--- config.mk ---
export PLATFORM = sky130hd
export DESIGN_NAME = demux1to4_32_buf
export DESIGN_NICKNAME = d
export VERILOG_FILES = /design/src/rtl/demux1to4_32_buf_pkg.sv /design/src/rtl/demux1to4_32_buf_demux_slot.sv /design/src/rtl/demux1to4_32_buf.sv
export SDC_FILE = /design/constraint.sdc
export NUM_CORES = 1
export LEC_CHECK = 0
export BUFFER_PORTS_ARGS = -buffer_cell sky130_fd_sc_hd__buf_2
export CAP_MARGIN = 20
export CORE_MARGIN = 2
export CORE_UTILIZATION = 55
export CTS_CLUSTER_DIAMETER = 80
export CTS_CLUSTER_SIZE = 20
export DETAILED_ROUTE_END_ITERATION = 10
export PLACE_DENSITY = 0.95
export SLEW_MARGIN = 0
export SYNTH_ARGS = -nofsm -noshare
export SYNTH_HDL_FRONTEND = slang
export SYNTH_SLANG_ARGS = --single-unit
--- constraint.sdc ---
create_clock -name clk -period 2.04 [get_ports clk]
set_input_delay 0.204 -clock clk [delete_from_list [all_inputs] [get_ports clk]]
set_output_delay 0.204 -clock clk [all_outputs]
set_load 0.1 [all_outputs]
--- src/rtl/demux1to4_32_buf_pkg.sv ---
// ---------------------------------------------------------------------------
// demux1to4_32_buf_pkg
// Shared constants and slot-state encoding for the buffered 1-to-4 word
// distributor (demux1to4_32_buf) and its per-port slot (demux_slot).
// ---------------------------------------------------------------------------
package demux1to4_32_buf_pkg;

    localparam int NUM_PORTS = 4;
    localparam int SEL_W     = 2;

    // One-entry slot: EMPTY means the port has nothing to offer its sink.
    typedef enum logic {
        SLOT_EMPTY = 1'b0,
        SLOT_FULL  = 1'b1
    } slot_state_e;

endpackage : demux1to4_32_buf_pkg

--- src/rtl/demux1to4_32_buf_demux_slot.sv ---
// ---------------------------------------------------------------------------
// demux_slot
// One output port of the distributor: a one-entry data register with a
// valid bit (EMPTY/FULL state machine) and a wrapping delivery counter.
//
// Ports:
//   clk         system clock, rising edge
//   rst         synchronous active-high reset
//   i_wr        word accepted into this slot at this edge
//   i_data      word to store on i_wr
//   i_ready     sink consumes the held word this cycle
//   o_data      held word (keeps last value when EMPTY)
//   o_valid     slot is FULL
//   o_can_take  slot can accept a word this cycle (empty, or draining now)
//   o_cnt       number of words delivered to the sink, wraps silently
// ---------------------------------------------------------------------------
module demux_slot
    import demux1to4_32_buf_pkg::*;
#(
    parameter int WIDTH = 32,
    parameter int CNT_W = 8
) (
    input  logic             clk,
    input  logic             rst,
    input  logic             i_wr,
    input  logic [WIDTH-1:0] i_data,
    input  logic             i_ready,
    output logic [WIDTH-1:0] o_data,
    output logic             o_valid,
    output logic             o_can_take,
    output logic [CNT_W-1:0] o_cnt
);

    slot_state_e      r_state;
    slot_state_e      w_next_state;
    logic [WIDTH-1:0] r_data;
    logic [CNT_W-1:0] r_cnt;
    logic             w_deliver;

    assign w_deliver  = (r_state == SLOT_FULL) && i_ready;
    // A full slot being drained this cycle can be refilled at the same edge.
    assign o_can_take = (r_state == SLOT_EMPTY) || i_ready;

    // NOTE: every signal written here gets a default first, so no path
    // leaves it unassigned and no latch is inferred.
    always_comb begin
        w_next_state = r_state;
        case (r_state)
            SLOT_EMPTY: if (i_wr) w_next_state = SLOT_FULL;
            SLOT_FULL:  if (w_deliver && !i_wr) w_next_state = SLOT_EMPTY;
            default:    w_next_state = SLOT_EMPTY;
        endcase
    end

    // NOTE: state registers use non-blocking assignments so every flop
    // samples pre-edge values regardless of statement order.
    always_ff @(posedge clk) begin
        if (rst) begin
            r_state <= SLOT_EMPTY;
            // NOTE: the data register is reset too, because the port data
            // is architecturally visible as zero right after reset.
            r_data  <= '0;
            r_cnt   <= '0;
        end else begin
            r_state <= w_next_state;
            if (i_wr) begin
                r_data <= i_data;
            end
            if (w_deliver) begin
                r_cnt <= r_cnt + CNT_W'(1);
            end
        end
    end

    assign o_data  = r_data;
    assign o_valid = (r_state == SLOT_FULL);
    assign o_cnt   = r_cnt;

endmodule : demux_slot

--- src/rtl/demux1to4_32_buf.sv ---
// ---------------------------------------------------------------------------
// demux1to4_32_buf
// Buffered 1-to-4 word distributor. One valid/ready input carrying a word
// and a 2-bit destination; four independently handshaked output ports, each
// backed by a one-entry slot, so a stalled sink never blocks the others.
//
// Ports:
//   clk, rst           clock, synchronous active-high reset
//   in_data/in_sel     word and destination port index
//   in_valid/in_ready  input handshake; in_ready reflects slot in_sel only
//   o0..o3             registered port data
//   o_valid[k]         port k holds a word
//   o_ready[k]         sink k consumes the word this cycle
//   cnt0..cnt3         per-port delivery counters (wrapping)
// ---------------------------------------------------------------------------
module demux1to4_32_buf
    import demux1to4_32_buf_pkg::*;
#(
    parameter int WIDTH = 32,
    parameter int CNT_W = 8
) (
    input  logic                 clk,
    input  logic                 rst,
    input  logic [WIDTH-1:0]     in_data,
    input  logic [SEL_W-1:0]     in_sel,
    input  logic                 in_valid,
    output logic                 in_ready,
    output logic [WIDTH-1:0]     o0,
    output logic [WIDTH-1:0]     o1,
    output logic [WIDTH-1:0]     o2,
    output logic [WIDTH-1:0]     o3,
    output logic [NUM_PORTS-1:0] o_valid,
    input  logic [NUM_PORTS-1:0] o_ready,
    output logic [CNT_W-1:0]     cnt0,
    output logic [CNT_W-1:0]     cnt1,
    output logic [CNT_W-1:0]     cnt2,
    output logic [CNT_W-1:0]     cnt3
);

    logic [NUM_PORTS-1:0] w_can_take;
    logic [NUM_PORTS-1:0] w_wr;
    logic                 w_accept;
    logic [WIDTH-1:0]     w_data [NUM_PORTS];
    logic [CNT_W-1:0]     w_cnt  [NUM_PORTS];

    // Ready-to-ready path is combinational: a draining slot accepts at once.
    assign in_ready = w_can_take[in_sel];
    assign w_accept = in_valid && in_ready;

    for (genvar k = 0; k < NUM_PORTS; k++) begin : g_slot
        assign w_wr[k] = w_accept && (in_sel == SEL_W'(k));

        demux_slot #(
            .WIDTH (WIDTH),
            .CNT_W (CNT_W)
        ) u_slot (
            .clk        (clk),
            .rst        (rst),
            .i_wr       (w_wr[k]),
            .i_data     (in_data),
            .i_ready    (o_ready[k]),
            .o_data     (w_data[k]),
            .o_valid    (o_valid[k]),
            .o_can_take (w_can_take[k]),
            .o_cnt      (w_cnt[k])
        );
    end

    assign o0   = w_data[0];
    assign o1   = w_data[1];
    assign o2   = w_data[2];
    assign o3   = w_data[3];
    assign cnt0 = w_cnt[0];
    assign cnt1 = w_cnt[1];
    assign cnt2 = w_cnt[2];
    assign cnt3 = w_cnt[3];

endmodule : demux1to4_32_buf

* After elaboration in Yosys (flattened, before gate mapping)
Cells that the tools add are included. Widths: inputs -> output; s select.
Storage, ports and cells: logic and storage cells 60, output and inout bits 165, register bits after elaboration 164, input bits 41
Operators by class: order comparisons 1, reduce and logical (&&, ||, !) cells 22, eq/ne operators 3, bitwise logic cells 4, $add $sub $neg 4, muxes and demuxes 14
Operators by type and width (number):
- $add 8x1->8 const B | 4
- $logic_and 1x1->1 | 13
- $mux 1 | 9
- $pmux 1 s2 | 4
- $eq 2x2->1 const B | 2
- $logic_not 1->1 | 4
- $logic_or 1x1->1 | 4
- $not 1->1 | 4
- $lt 2x3->1 const B | 1
- $bmux 1 s2 | 1
- $eq 2x1->1 const B | 1
- $logic_not 2->1 | 1

* Longest topological paths before layout
Gate-level depths: netlist of the first run.
word-level depth 10, depth in mapped cells 6, gate-level depth less buffers 4

* Modules after synthesis
Synthesis of the first run repeated with hierarchy kept, for this count alone.
Second synthesis, totals: cells, all modules 597, area, all modules 6088.3 sq um
Modules (own cells, without submodules):
- demux_slot | area each 1505.2 sq um, instances 4, cells each 148, seq. area each 820.8 sq um
- demux1to4_32_buf | area each 67.6 sq um, instances 1, cells each 5, seq. area each 0.0 sq um

* Least setup slack after synthesis of the first run
Ideal clock, no wire load.
path type reg-to-reg, from register g_slot[0].u_slot.r_cnt[0], to register g_slot[0].u_slot.r_cnt[4], setup time 0.070 ns, buffers on the path 0, period minus slack after synthesis 1.958 ns, arrival time 1.888 ns, slack 0.082 ns, stages on the path, launching flop included 5, data required time 1.970 ns, path through dfxtp_1 ha_1 nand4_1 or3_1 a21oi_1
On the way: cells in the longest elaborated chain, start to end 1
RTL lines:
- start: declaration | line demux1to4_32_buf_demux_slot.sv:37 | logic [CNT_W-1:0] r_cnt;
- start signal: assignment | line demux1to4_32_buf_demux_slot.sv:70 | r_cnt <= r_cnt + CNT_W'(1);
- $add 8x1->8 | line demux1to4_32_buf_demux_slot.sv:70
No other way between the ends. A chain may end at the register's enable or synchronous reset.

* Final worst setup path of the first run
from register g_slot[3].u_slot.r_state, to output port in_ready
On the way: cells in the longest elaborated chain, start to end 4
RTL lines:
- start: declaration | line demux1to4_32_buf_demux_slot.sv:34 | slot_state_e r_state;
- start signal: assignment | line demux1to4_32_buf_demux_slot.sv:65 | r_state <= w_next_state;
- $not 1->1 | line demux1to4_32_buf_demux_slot.sv:42 | assign o_can_take = (r_state == SLOT_EMPTY) || i_ready;
- $logic_or 1x1->1 | line demux1to4_32_buf_demux_slot.sv:42
- $bmux 1 s2 | line demux1to4_32_buf.sv:47 | assign in_ready = w_can_take[in_sel];
- $mux 1 (not written as such) | line demux1to4_32_buf.sv:47
- end: declaration | line demux1to4_32_buf.sv:27 | output logic in_ready,
No other way between the ends. The select of a mux whose other input is x is not followed.

==> out/metrics.cfg, run 1 <==
[status]
status = completed

[layout]
drive_above_1_share_pct = 27.8
finalNetCount = 988
final_common_cell = buf_2
final_core_util_pct = 71.8
final_cell_mix = buf_2, dfxtp_1, a21oi_1, nand3_1, o21ai_0
multiInputGateArea_sq_um = 2830
fillCellCount = 880
area_growth_pct = 26.9
diodes = 0
regArea_sq_um = 3280

[critical_path]
r2r-end = g_slot[3].u_slot.o_data[3]
r2r_cells = 3
r2r_slack_ns = 0.24
startpoint_type = flip-flop
critical_path.max_fanout = 8
critPathTopFamily = multiplexers
slowest_stage = mux4_2
crit_path_start = g_slot[3].u_slot.o_valid
worstPathCellList = nand2b_1, mux4_2, buf_12
crit_required_ns = 1.84
end_kind = primary output
critical_path_class = reg2out
path_buf_inv = 1
slowest_delay_ns = 0.54
arrival_ns = 1.76
r2r_start = g_slot[3].u_slot.o_valid

[place]
portBuffers = 205
post-dp-hpwl_microns = 13200
pre_cts_slack_ns = 0.296
routabilityCongestion = 0.914

[power_and_ir_drop]
p_int_mw = 5.79
p_leak_nw = 3.39
clock_power_share_pct = 44.1
pwr-share-comb_pct = 14.4
p_sw_share_pct = 28.2
power_density_nw_per_um2 = 979
vdd_drop_max_mv = 0.710
seqPwrFrac_pct = 41.5
p_sw_mw = 2.27

[routing]
viasPerCell = 6.16
postRouteAntennaNets = 0
drc = 0
wire_per_inst_microns = 18.3
first_iter_violations = 866
vias = 6772
wirelength_microns = 20100
first_pass_iters = 5

[cts]
cts_max_path_buffers = 2
cts.clk_slew.worst_paths_ns = 0.06
cts_root_buffer = clkbuf_16
cts_tree = yes
cts_buffers = 17
cts_num_sinks = 164
clk_latency_ns = 0.43
h-tree-depth = 4

[grt]
grt_first_pass_wirelength_microns = 32100
grt_max_degree = 49
grt_usage_pct = 31.6
grt_pass1_vias = 6350
antenna_found_initial = 0
overflow = 0

[die]
core_area_sq_um = 11500
start_util_pct = 56.5
die_h_microns = 113
die-area_sq_um = 12700
rows = 39
ios = 206
die_x_microns = 113

[timing]
setup_violations = 0
fmax_mhz = 509
hold_viol_final = 0
rsz0062_at_grt = false
min_period_ns = 1.97
period_share_pct = 96.4
worst_slack_ns = 0.0744
worst_slew_pin_slew_ns = 0.962
finClkSkew_ns = 0.00801
tns_ns = 0
slew_violations = 0
max-slew-margin-rel_pct = 35.9

[synthesis]
synth_cells = 775
synthFlopType = dfxtp_1
synthArstFlopShare_pct = 0
synth_area_per_cell_sq_um = 8.36
synth_edf_count = 0
synth_area_sq_um = 6480
synth-seq-area-share_pct = 50.6
yosysTopAreaCellShare_pct = 50.6
yosysTopAreaCell = dfxtp_1
syn_nets = 820
synth-seq-cells = 164
yosys_warnings = 0
synth_area_leaders = dfxtp_1, a21oi_1, nand3_1
yosysUniqueCellTypes = 31

[hold_path]
worstHoldStart = in_data[23]
hold_class = in2reg
hold-path-cell-count = 3
hold-path-endpoint = g_slot[1].u_slot.o_data[23]

[flow_run]
maxCapViolCount = 0

==> synth_stat cells, types with 3 or more instances <==
master,n
o21ai_0,139
nand4_2,4
clkbuf_2,3
nand4_1,8
a21oi_1,156
ha_1,4
xor2_1,4
buf_1,3
xnor2_1,4
clkbuf_1,40
or4_1,8
and2b_1,3
nand2b_1,4
or3_1,11
dfxtp_1,164
nand2_1,12
inv_1,8
buf_4,5
nor2_1,8
o31ai_1,8
nand3_1,141
buf_2,27
==> per-stage QoR <==
| step | cells | total power [mW] | hold slack [ns] | area, sq um |
|---|---|---|---|---|
| floorplan | 775 | 4.29 | 0.352 | 6480 |
| global placement | 1067 | 4.54 | 0.456 | 7560 |
| detailed placement | 1067 | 4.56 | 0.463 | 7560 |
| CTS | 1099 | 8.08 | 0.0549 | 8230 |
| global route | 1099 | 8.28 | 0.0565 | 8230 |
| finish | 1099 | 8.06 | 0.0678 | 8230 |
==> layer usage <==
layer / share of wire (%) / track usage (%) / up-vias
met5: 0 / 0 / -
met4: 3.1 / 12.6 / 0
met3: 11 / 10.6 / 61
met2: 48 / 50.6 / 404
met1: 39 / 39.4 / 3175
li1: - / - / 3132
==> worst register-to-register path, stage by stage, from the launching register on <==
cell	delay, ns
dfxtp_1	0.48
and2b_1	0.81
o21ai_0	0.22
a21oi_1	0.22
==> layout make-up <==
type / count / share of cell area (%)
Tap cell: 143 / 2.17
Clock inverter: 8 / 2.07
Inverter: 8 / 0.365
Multi-Input combinational cell: 525 / 34.4
Clock buffer: 24 / 5.98
Sequential cell: 164 / 39.9
Timing Repair Buffer: 227 / 15.1
==> what timing repair did <==
item | 4_1_cts | 5_1_grt
endpoints found under the setup margin | 0 | 1
hold endpoints to repair | 0 | 0
hold buffers | 0 | 0
buffers inserted | 0 | 0
resized for setup | 0 | 1
==> how the worst max path moves through the flow <==
stage | to | slack (ns) | depth (start not counted)
final | in_ready | 0.07 | 3
after global routing | in_ready | 0.003 | 3
after CTS | in_ready | 0.06 | 3
after detailed placement | g_slot[3].u_slot.o_data[7] | 0.30 | 3
after global placement | g_slot[3].u_slot.o_data[9] | 0.36 | 3
after floorplan | g_slot[0].u_slot.o_cnt[4] | 0.08 | 4
==> kinds of logic after synthesis <==
family	after synthesis	share of synthesized area, %
buf+inv	86	5.85
fa+ha+maj	4	0.772
simple gates	208	17.5
flops	164	50.6
compound gates	304	23.8
xor+xnor	8	1.08
mux	1	0.347
==> power groups by stage <==
| stage | logic (mW) | clock network, mW | registers [mW] |
|---|---|---|---|
| final | 1.16 | 3.56 | 3.34 |
| after global routing | 1.20 | 3.73 | 3.35 |
| after CTS | 1.15 | 3.58 | 3.34 |
| after detailed placement | 1.15 | 0 | 3.41 |
| after global placement | 1.14 | 0 | 3.40 |
| after floorplan | 0.271 | 0 | 4.02 |
==> sequential cells by signal, summed over array words and instances (netlist names) <==
| name | flops |
|---|---|
| g_slot.u_slot.o_cnt | 32 |
| g_slot.u_slot.o_data | 128 |
| g_slot.u_slot.o_valid | 4 |
No activity file was read; power rests on OpenSTA's default activity.
==> run 2, diff against run 1 <==
CORE_MARGIN = 4   (was 2)
==> run 2 against run 1 <==
Effect of this change: die area is 7.2% higher; final area is 0.96% lower; combinational power barely moved; final cell count is 0.18% lower; worst setup slack improved by 0.0011 ns; fmax about the same; register-to-register slack improved by 0.24 ns; largest power group is now sequential cells; highest routed layer unchanged.
==> out/metrics.cfg, run 2 (synthesis results as in run 1) <==
[routing]
viasPerCell = 6.15  ; -0.17%
postRouteAntennaNets = 0  ; unchanged
vias = 6748  ; -0.35%
first_iter_violations = 798  ; -7.9%
drc = 0  ; unchanged
first_pass_iters = 5  ; unchanged
wire_per_inst_microns = 19.0  ; +3.5%
wirelength_microns = 20800  ; +3.3%

[die]
start_util_pct = 56.5  ; unchanged
die_h_microns = 117  ; +3.6%
ios = 206  ; unchanged
die_x_microns = 117  ; +3.6%
core_area_sq_um = 11500  ; unchanged
rows = 39  ; unchanged
die-area_sq_um = 13600  ; +7.2%

[timing]
finClkSkew_ns = 0.0104  ; +0.00236 ns
slew_violations = 0  ; unchanged
setup_violations = 0  ; unchanged
period_share_pct = 96.3  ; about the same
fmax_mhz = 509  ; about the same
max-slew-margin-rel_pct = 62.9  ; +27 points
worst_slack_ns = 0.0755  ; +0.00109 ns
hold_viol_final = 0  ; unchanged
rsz0062_at_grt = false
min_period_ns = 1.96  ; -0.00109 ns
whs_ns = 0.0683  ; +0.000532 ns
worst_slew_pin_slew_ns = 0.557  ; -0.406 ns
tns_ns = 0  ; unchanged

[grt]
antenna_found_initial = 1  ; +1
overflow = 0  ; unchanged
grt_max_degree = 94  ; +92%
grt_pass1_vias = 6327  ; -0.36%
grt_usage_pct = 29.9  ; -1.7 points
grt_first_pass_wirelength_microns = 32100  ; -0.11%

[cts]
cts_tree = yes
cts_num_sinks = 164  ; unchanged
cts_hold_buf = 0  ; unchanged
cts_root_buffer = clkbuf_16
cts_buffers = 17  ; unchanged
post-cts-setup-buffers = 0  ; unchanged
clk_latency_ns = 0.42  ; about the same
cts_max_path_buffers = 2  ; unchanged
cts.clk_slew.worst_paths_ns = 0.06  ; about the same
h-tree-depth = 4  ; unchanged
cts_resized = 0  ; unchanged

[critical_path]
critPathTopFamily = multiplexers
critical_path.max_fanout = 8  ; unchanged
arrival_ns = 1.76  ; about the same
worstPathCellList = nand2b_1, mux4_2, buf_12
crit_required_ns = 1.84  ; about the same
end_kind = primary output
critical_path_class = reg2out
slowest_delay_ns = 0.53  ; about the same
slowest_stage = mux4_2
path_buf_inv = 1  ; unchanged
startpoint_type = flip-flop

[place]
portBuffers = 205  ; unchanged
routabilityCongestion = 0.877  ; -4.1%
pre_cts_slack_ns = 0.520  ; +0.224 ns
post-dp-hpwl_microns = 13600  ; +3.4%

[power_and_ir_drop]
seqPwrFrac_pct = 43.4  ; +1.9 points
clock_power_share_pct = 41.5  ; -2.6 points
pwr-share-comb_pct = 15.1  ; +0.7 points
p_sw_share_pct = 29.4  ; +1.3 points
p_int_mw = 5.43  ; -6.2%
p_total_mw = 7.70  ; -4.5%
p_leak_nw = 3.36  ; -0.80%
vdd_drop_max_mv = 0.737  ; +3.9%
p_sw_mw = 2.27  ; -0.23%
power_density_nw_per_um2 = 945  ; -3.6%

[layout]
largest_reg_flops = 128  ; unchanged
final_cell_mix = buf_2, dfxtp_1, a21oi_1, nand3_1, o21ai_0
finalNetCount = 986  ; -0.20%
final_common_cell = buf_2
area_growth_pct = 25.7
drive_above_1_share_pct = 27.9  ; +0.088 points

[status]
status = completed

[flow_run]
maxCapViolCount = 0  ; unchanged

[hold_path]
hold_class = in2reg

run 2: cell types whose count changed in the layout (fill, tap and decap cells not counted), sizes merged:
cell      change
clkinv        +5
bufinv        -3
buf           -2
clkbuf        -2
clkinvlp      -1
diode         +1
run 2: area by class of cell:
cell class                      instances  area, sq um
Sequential cell                       164         3280
Timing Repair Buffer                  225         1230
Multi-Input combinational cell        525         2830
Clock inverter                          9          101
Clock buffer                           22          494
Antenna cell                            1         2.50
Inverter                                8         30.0
Tap cell                              143          179
Fill cell                             881         3320
run 2: metrics by stage:
stage	cell area, sq um	utilization [%]	instances
6_report	8150	71.1	1097
5_1_grt	8150	71.1	1097
4_1_cts	8150	71.0	1096
3_5_place_dp	7550	65.8	1065
3_3_place_gp	7550	65.8	1065
2_1_floorplan	6480	-	775
run 2: worst min-delay path, cell delays in order:
cell and delay [ns]:
buf_2 0.12, nand3_1 0.06, a21oi_1 0.05
run 2: power by group through the flow:
stage                     combinational (mW)  sequential, mW  clock (mW)
final                                   1.16            3.34        3.19
after floorplan                        0.271            4.02           0
after CTS                               1.15            3.34        3.20
after global routing                    1.21            3.35        3.35
after detailed placement                1.15            3.41           0
after global placement                  1.14            3.41           0
run 2: final timing paths:
path | from | end | slack [ns] | cells past startpoint
min reg2reg | g_slot[1].u_slot.o_data[6] | g_slot[1].u_slot.o_data[6] | 0.47 | 2
max | g_slot[1].u_slot.o_valid | in_ready | 0.08 | 3
max reg2reg | g_slot[3].u_slot.o_valid | g_slot[3].u_slot.o_data[15] | 0.48 | 4
min | in_data[22] | g_slot[2].u_slot.o_data[22] | 0.07 | 3
run 2: routing by layer:
layer / vias to the layer above / track usage [%] / share of wire (%)
li1: 3128 / - / -
met3: 56 / 11.8 / 13
met1: 3171 / 36.7 / 38
met4: 0 / 12.0 / 2.9
met2: 393 / 47.3 / 47
met5: - / 0 / 0
